File: src/rtl/xbee_gps_pkg.sv
// rtl/xbee_gps_pkg.sv - shared state encoding, select constants and timing helper
package xbee_gps_pkg;

  typedef enum logic [1:0] {
    STABLE     = 2'd0,
    WAIT_QUIET = 2'd1,
    SWITCH     = 2'd2,
    GUARD      = 2'd3
  } state_t;

  localparam logic SEL_GPS  = 1'b0;
  localparam logic SEL_XBEE = 1'b1;

  // Clock cycles per UART bit; integer division, caller keeps it >= 2.
  function automatic int bit_cycles(input int clk_hz, input int baud);
    return clk_hz / baud;
  endfunction

endpackage

File: src/rtl/xbee_gps_select_ctrl_sync_2ff.sv
// rtl/xbee_gps_select_ctrl_sync_2ff.sv - two-flop synchronizer with configurable reset value
module sync_2ff #(
  parameter logic RESET_VAL = 1'b0
) (
  input  logic clk,
  input  logic resetn,
  input  logic d,
  output logic q
);

  logic meta;

  // Two back-to-back flops; both load RESET_VAL so an idle line reads idle out of reset.
  always_ff @(posedge clk) begin
    if (!resetn) begin
      meta <= RESET_VAL;
      q    <= RESET_VAL;
    end else begin
      meta <= d;
      q    <= meta;
    end
  end

endmodule

File: src/rtl/xbee_gps_select_ctrl.sv
// rtl/xbee_gps_select_ctrl.sv - Xbee/GPS mux select sequencer; optional forced switch via FORCE_SWITCH_EN
module xbee_gps_select_ctrl
  import xbee_gps_pkg::*;
#(
  parameter int CLK_HZ             = 50000000,
  parameter int BAUD               = 9600,
  parameter int IDLE_BITS          = 12,
  parameter int GUARD_BITS         = 2,
  parameter int FORCE_TIMEOUT_BITS = 1000
) (
  input  logic Clk,
  input  logic RstN,
  input  logic SelReq,
  input  logic RPITx,
  input  logic GpsTx,
  input  logic XbeeTx,
  output logic XbeeGpsSelect,
  output logic Switching,
  output logic SwitchDone,
  output logic ForcedSwitch
);

  localparam int BIT_CYCLES  = bit_cycles(CLK_HZ, BAUD);
  localparam int IDLE_LIMIT  = IDLE_BITS * BIT_CYCLES;
  localparam int GUARD_LIMIT = GUARD_BITS * BIT_CYCLES;
  localparam int QW          = $clog2(IDLE_LIMIT + 1);
  localparam int GW          = $clog2(GUARD_LIMIT + 1);

  localparam logic [QW-1:0] IDLE_MAX   = QW'(IDLE_LIMIT);
  localparam logic [QW-1:0] IDLE_LAST  = QW'(IDLE_LIMIT - 1);
  localparam logic [GW-1:0] GUARD_LAST = GW'(GUARD_LIMIT - 1);

  logic req_s;
  logic rpi_s;
  logic gps_s;
  logic xbee_s;

  state_t state_q;
  state_t state_d;

  logic          sel_q;
  logic          done_q;
  logic          quiet;
  logic          quiet_done;
  logic          guard_done;
  logic          timeout_done;
  logic          entering;
  logic [QW-1:0] quiet_cnt;
  logic [GW-1:0] guard_cnt;

  // The request idles at GPS and the UART lines idle high out of reset.
  sync_2ff #(.RESET_VAL(1'b0)) u_sync_req  (.clk(Clk), .resetn(RstN), .d(SelReq), .q(req_s));
  sync_2ff #(.RESET_VAL(1'b1)) u_sync_rpi  (.clk(Clk), .resetn(RstN), .d(RPITx),  .q(rpi_s));
  sync_2ff #(.RESET_VAL(1'b1)) u_sync_gps  (.clk(Clk), .resetn(RstN), .d(GpsTx),  .q(gps_s));
  sync_2ff #(.RESET_VAL(1'b1)) u_sync_xbee (.clk(Clk), .resetn(RstN), .d(XbeeTx), .q(xbee_s));

  assign quiet      = rpi_s & gps_s & xbee_s;
  // The quiet window completes on the cycle the count would reach the limit.
  assign quiet_done = quiet && (quiet_cnt == IDLE_LAST);
  assign guard_done = (guard_cnt == GUARD_LAST);
  assign entering   = (state_d != state_q);

  // Next-state selection; withdrawal of the request beats any switch decision.
  always_comb begin
    state_d = state_q;
    case (state_q)
      STABLE: begin
        if (req_s != sel_q) state_d = WAIT_QUIET;
      end
      WAIT_QUIET: begin
        if (req_s == sel_q)                  state_d = STABLE;
        else if (quiet_done || timeout_done) state_d = SWITCH;
      end
      SWITCH: begin
        state_d = GUARD;
      end
      GUARD: begin
        if (guard_done) state_d = STABLE;
      end
      default: begin
        state_d = STABLE;
      end
    endcase
  end

  // State, select flop and done pulse; the target is latched as "the other side" so late request edges are ignored.
  always_ff @(posedge Clk) begin
    if (!RstN) begin
      state_q <= STABLE;
      sel_q   <= SEL_GPS;
      done_q  <= 1'b0;
    end else begin
      state_q <= state_d;
      done_q  <= (state_q == GUARD) && guard_done;
      if (state_q == SWITCH) begin
        sel_q <= (sel_q == SEL_GPS) ? SEL_XBEE : SEL_GPS;
      end
    end
  end

  // Quiet window counter: any low line restarts the window in full; saturates at the limit.
  always_ff @(posedge Clk) begin
    if (!RstN) begin
      quiet_cnt <= '0;
    end else if (entering || (state_q != WAIT_QUIET) || !quiet) begin
      quiet_cnt <= '0;
    end else if (quiet_cnt != IDLE_MAX) begin
      quiet_cnt <= quiet_cnt + QW'(1);
    end
  end

  // Guard counter: runs only while holding the new select.
  always_ff @(posedge Clk) begin
    if (!RstN) begin
      guard_cnt <= '0;
    end else if (entering || (state_q != GUARD)) begin
      guard_cnt <= '0;
    end else if (!guard_done) begin
      guard_cnt <= guard_cnt + GW'(1);
    end
  end

`ifdef FORCE_SWITCH_EN
  localparam int TIMEOUT_LIMIT = FORCE_TIMEOUT_BITS * BIT_CYCLES;
  localparam int TW            = $clog2(TIMEOUT_LIMIT + 1);
  localparam logic [TW-1:0] TIMEOUT_LAST = TW'(TIMEOUT_LIMIT - 1);

  logic [TW-1:0] timeout_cnt;
  logic          force_pend;
  logic          forced_q;

  assign timeout_done = (state_q == WAIT_QUIET) && (timeout_cnt == TIMEOUT_LAST);

  // Timeout counter: every cycle spent waiting for quiet, regardless of line activity.
  always_ff @(posedge Clk) begin
    if (!RstN) begin
      timeout_cnt <= '0;
    end else if (entering || (state_q != WAIT_QUIET)) begin
      timeout_cnt <= '0;
    end else if (!timeout_done) begin
      timeout_cnt <= timeout_cnt + TW'(1);
    end
  end

  // Remember why we left WAIT_QUIET; a coincident quiet completion counts as a normal switch.
  always_ff @(posedge Clk) begin
    if (!RstN) begin
      force_pend <= 1'b0;
      forced_q   <= 1'b0;
    end else begin
      if ((state_q == WAIT_QUIET) && (state_d == SWITCH)) begin
        force_pend <= !quiet_done;
      end
      if (state_q == SWITCH) begin
        forced_q <= force_pend;
      end
    end
  end

  assign ForcedSwitch = forced_q;
`else
  logic cfg_unused;

  assign cfg_unused   = (FORCE_TIMEOUT_BITS > 0);
  assign timeout_done = 1'b0;
  assign ForcedSwitch = 1'b0;
`endif

  assign XbeeGpsSelect = sel_q;
  assign Switching     = (state_q != STABLE);
  assign SwitchDone    = done_q;

endmodule

File: config.mk
export PLATFORM = sky130hd
export DESIGN_NAME = xbee_gps_select_ctrl
export DESIGN_NICKNAME = d
export VERILOG_FILES = /design/src/rtl/xbee_gps_pkg.sv /design/src/rtl/xbee_gps_select_ctrl_sync_2ff.sv /design/src/rtl/xbee_gps_select_ctrl.sv
export SDC_FILE = /design/constraint.sdc
export NUM_CORES = 1
export LEC_CHECK = 0
export ABC_AREA = 1
export CAP_MARGIN = 20
export CORE_AREA = 2 2 78 80
export CTS_CLUSTER_SIZE = 10
export DETAILED_ROUTE_END_ITERATION = 10
export DIE_AREA = 0 0 80 82
export GPL_TIMING_DRIVEN = 0
export HOLD_SLACK_MARGIN = 0.15
export PLACE_DENSITY_LB_ADDON = 0.1
export RECOVER_POWER = 25
export SLEW_MARGIN = 40
export SYNTH_ARGS = -nofsm -noshare
export SYNTH_HDL_FRONTEND = slang
export SYNTH_SLANG_ARGS = --single-unit
File: constraint.sdc
create_clock -name Clk -period 1.5 [get_ports Clk]
set_input_delay 0.225 -clock Clk [delete_from_list [all_inputs] [get_ports Clk]]
set_output_delay 0.225 -clock Clk [all_outputs]
set_load 0.03 [all_outputs]
==> results of run 1 <==
logic make-up after synthesis:
kind of cell    count (synthesis)  synth area share, %
compound gates                 13                 3.08
xor+xnor                       16                 6.63
fa+ha+maj                       3                 1.78
buf+inv                        50                 9.82
flops                          42                 39.8
other cells                     1                0.177
simple gates                  177                 38.8
report_power, final:
part	internal (uW)	switching, uW	leakage [uW]	total [uW]
Sequential	1130	18.3	0.000345	1150
Clock	497	396	0.0000514	893
Combinational	51.7	71.5	0.000507	123
Total	1680	486	0.000903	2170
metrics by stage:
stage / cell area, sq um / TNS [ns] / util, % / hold slack [ns]
after floorplan: 2110 / 0 / - / 0.323
after CTS: 2400 / 0 / 41.7 / 0.283
final: 2460 / 0 / 42.8 / 0.358
after global routing: 2460 / -0.00692 / 42.8 / 0.392
after detailed placement: 2280 / -0.556 / 39.7 / 0.398
after global placement: 2280 / -0.498 / 39.7 / 0.393
layout by cell type (no fill, tap or decap), types with 4 or more instances in the layout:
cell type,count
clkbuf_8,5
xnor2_1,5
nand2_1,60
nand4_1,6
or2_2,6
dfxtp_2,6
o21ai_0,5
a21oi_1,7
nand3_1,20
nor2_2,6
dfxtp_1,34
nor2_1,58
xor2_1,11
nor3_1,8
buf_4,4
inv_1,46
layout make-up:
cell class,count,area (sq um)
Fill cell,652,3290
Multi-Input combinational cell,210,1100
Sequential cell,42,856
Inverter,46,173
Tap cell,75,93.8
Timing Repair Buffer,10,91.3
Clock buffer,6,72.6
Clock inverter,2,37.5
Buffer,4,33.8
layer usage:
metal,vias up,wire length (um),track usage (%)
met5,-,0,0
met4,0,46,4.58
met3,4,106,3.63
met2,18,2040,26.7
met1,805,2000,16.5
li1,964,-,-
worst min-delay path, cell delays in order:
cell and delay, ns:
clkbuf_1 0.24, nand2_1 0.12, inv_1 0.03
what timing repair did:
action                     in CTS  in global routing
pin swaps                       1                  4
hold buffers                    0                  0
setup endpoints to repair      15                 25
setup buffers                   0                  3
resized for setup               8                 17
worst paths after layout:
| check | from | endpoint | cells past startpoint | slack [ns] |
|---|---|---|---|---|
| worst max-delay path | quiet_cnt[0] | quiet_cnt[10] | 7 | 0.1 |
| worst min-delay path | RstN | u_sync_req.q | 3 | 0.36 |
| worst max register to register | quiet_cnt[0] | quiet_cnt[10] | 7 | 0.1 |
| worst min register to register | u_sync_req.meta | u_sync_req.q | 2 | 0.41 |
==> metrics.yaml, run 1 <==
status: "finished, final reports clean"
required_ns: 1.69
tightest_slew_ns: 0.528
finalSetupViolations: 0
initial_utilization_pct: 36.8
io_buffers: 7
synth_common_cells: "nand2_1 (61), nor2_1 (61), inv_1 (46)"
vias: 1791
yosys-top-cells-area: "dfxtp_1 (40%), nand2_1 (11%), nor2_1 (11%), inv_1 (8.2%), nand3_1 (5.0%)"
seq_area_frac_synth_pct: 39.8
synth_edf_count: 0
cpLargestDelayFamily: "simple AND/OR/NAND/NOR gates"
ys_ff_latch: 42
cp-end-kind: "flip-flop"
slew_headroom_pct: 64.8
grt_max_degree: 14
grt_pass1_wl_um: 7460
antenna_found_initial: 0
vias_per_cell: 4.53
grt_usage_pct: 14.5
clock_path_buffers: 2
h-tree-depth: 2
power_uw: 2170
crit_chain: "ha_2 > nand3_2 > nor2_2 > nand3_2 > nand4_4 > buf_6 > nor2_1"
cp.arrival_ns: 1.59
synth_nets: 311
synth_area_per_cell_sq_um: 7.00
dp_slack_ns: -0.0603
critPathMaxStageDelay_ns: 0.37
crit_path_max_fanout: 10
syn2layout_area_growth_pct: 16.3
first_global_vias: 1772
die_width_um: 80
firstDrtPassIters: 4
drive_gt1_share_pct: 15.3
insertion_delay_ns: 0.30
place_hpwl_um: 3080
fin_crit_ns: 1.40
final_nets: 328
drc: 0
hold_path.class: "in -> reg"
power_density_mw_per_mm2: 881
synth_cell_types: 24
largest_reg_flops: 16
drv_slew: 0
synth_top_area_cell: "dfxtp_1"
async_flop_share_pct: 0
p_leak_uw: 0.000903
dr.first_iter.drc_count: 57
period_share_pct: 93.6
synth_top_area_share_pct: 39.8
crit_top_cell: "nand3_2"
syn-cell-area_sq_mm: 0.00211
clk_pin_slew_ns: 0.08
die_h_um: 82
routabilityCongestion: 0.791
yosysWarnings: 0
top_register: "quiet_cnt"
ys.flop_type: "dfxtp_1"
die_area_sq_mm: 0.00656
core_area_sq_mm: 0.00575
num_io_pins: 10
rows: 28
num_antenna_cells: 0
reg_top3: "quiet_cnt x16, guard_cnt x14, state_q x2"
drt.antenna.violating_nets: 0
overflow: 0
cts_tree: "yes"
syn_inst: 302
critPathBufInv: 1
max_cap_viol_count: 0
stdcell_count: 395
cts-root-buf: "clkbuf_8"
ir_drop_mv: 0.411
critPathLaunchType: "flip-flop"
setup_ws_ns: 0.0963
clock-skew-final_ns: 0.00850
drt_wl_total_um: 4180
path_class: "reg -> reg"
finalHoldViolCount: 0
cts_made_buffers: 5
max_freq_ghz: 0.712
critPathSlowestCell: "dfxtp_4"
wl_per_cell_um: 10.6
cts.sinks: 42
dp.cells: 384
No activity file was read; power rests on OpenSTA's default activity.
==> run 2: changes to the inputs <==
Clock period 1.5 ns to 1.6 ns, I/O delays scaled along.
==> run 2 against run 1 <==
Effect of this change:
- worst setup slack worse by 0.022 ns
- die area stayed put
- first-iteration DRC count is 12% lower
- critical endpoint is now SwitchDone
==> metrics.yaml, run 2 (synthesis results as in run 1) <==
reg_top3: "quiet_cnt x16, guard_cnt x14, state_q x2"
ir_drop_mv: 0.386
finalSetupViolations: 0
wl_per_cell_um: 10.4
cpLargestDelayFamily: "buffers and inverters"
cts_made_buffers: 5
tightest_slew_ns: 0.526
place_hpwl_um: 3080
drv_slew: 0
syn2layout_area_growth_pct: 13.4
core_area_sq_mm: 0.00575
num_antenna_cells: 0
die_width_um: 80
crit_chain: "clkdlybuf4s50_1"
dp.cells: 384
die_area_sq_mm: 0.00656
die_h_um: 82
first_global_vias: 1767
max_cap_viol_count: 0
cp-end-kind: "output port"
clock-skew-final_ns: 0.00851
slew_headroom_pct: 64.9
path_class: "reg -> out"
layout_common_cells: "nand2_1 (61), nor2_1 (60), inv_1 (46)"
vias_per_cell: 4.52
rows: 28
io_buffers: 7
stdcell_count: 392
firstDrtPassIters: 4
period_share_pct: 95.4
p_leak_uw: 0.000867
regToRegSetupSlack_ns: 0.13
final_nets: 325
hold_path.class: "in -> reg"
critPathLaunchType: "flip-flop"
fin_crit_ns: 1.53
cts-root-buf: "clkbuf_8"
grt_usage_pct: 14.5
critPathMaxStageDelay_ns: 0.66
status: "finished, final reports clean"
cp.arrival_ns: 1.29
cts_setup_buffers: 0
cts_tree: "yes"
antenna_found_initial: 0
required_ns: 1.36
overflow: 0
clock_path_buffers: 2
routabilityCongestion: 0.791
fin_tns_setup_ns: 0
drc: 0
clk_pin_slew_ns: 0.09
insertion_delay_ns: 0.29
drive_gt1_share_pct: 11.0
drt_wl_total_um: 4090
critPathSlowestCell: "clkdlybuf4s50_1"
h-tree-depth: 2
initial_utilization_pct: 36.8
finalHoldViolCount: 0
crit_path_max_fanout: 1
layout_commonest_cell: "nand2_1"
num_io_pins: 10
grt_max_degree: 14
drt.antenna.violating_nets: 0
max_freq_ghz: 0.655
critPathBufInv: 1
cts.sinks: 42
vias: 1772
power_density_mw_per_mm2: 844
final_util_pct: 41.7
rsz0062_at_grt: "no"
grt_pass1_wl_um: 7470
largest_reg_flops: 16
dr.first_iter.drc_count: 50
top_register: "quiet_cnt"
## run 2: changes by cell type in the layout (fill, tap and decap cells not counted), moves of 2 or more
cell	change
dfxtp_2	-4
ha_1	+2
buf_4	-3
dlygate4sd2_1	-2
dfxtp_4	-2
ha_2	-2
nor2_1	+2
dfxtp_1	+6
nor2_2	-2
## run 2: cell type report
type / instances / area (sq um)
clock inverter: 2 / 37.5
inverter: 46 / 173
multi-input combinational: 210 / 1080
tap: 75 / 93.8
buffer: 4 / 33.8
fill: 658 / 3350
clock buffer: 6 / 72.6
timing repair buffer: 7 / 58.8
sequential: 42 / 843
## run 2: metrics by stage
step	power, uW	setup slack (ns)	instance area, sq um	hold slack, ns
2_1_floorplan	1190	0.263	2110	0.338
3_3_place_gp	1220	0.0522	2280	0.393
3_5_place_dp	1220	0.0397	2280	0.398
4_1_cts	2060	0.0124	2390	0.298
5_1_grt	2120	0.0104	2400	0.407
6_report	2020	0.0741	2400	0.374
## run 2: final timing paths
path	startpoint	to	depth (start not counted)
hold / removal	RstN	u_sync_req.q	3
setup / recovery	SwitchDone	SwitchDone	1
hold reg to reg	u_sync_req.meta	u_sync_req.q	2
setup reg to reg	guard_cnt[0]	guard_cnt[11]	7
## run 2: worst min-delay path, stage by stage
cell      delay [ns]
clkbuf_1        0.24
nand2_1         0.12
inv_1           0.03
## run 2: timing repair
action | in CTS | in global routing
gates resized for setup | 1 | 9
endpoints found under the hold margin | 0 | 0
endpoints found under the setup margin | 1 | 17
pin swaps | 0 | 1
hold buffers | 0 | 0
## run 2: power by group
group / total [uW] / internal (uW) / switching, uW
sequential: 1080 / 1060 / 17.0
clock: 836 / 466 / 370
combinational: 108 / 41.3 / 66.2
## run 2: layer usage
metal / share of wire [%] / wire [um] / track usage, % / vias to the layer above
met5: 0 / 0 / 0 / -
met4: 1.3 / 55 / 4.58 / 0
met3: 2.6 / 106 / 3.63 / 5
met2: 48 / 1980 / 26.6 / 20
met1: 48 / 1950 / 16.6 / 786
li1: - / - / - / 961
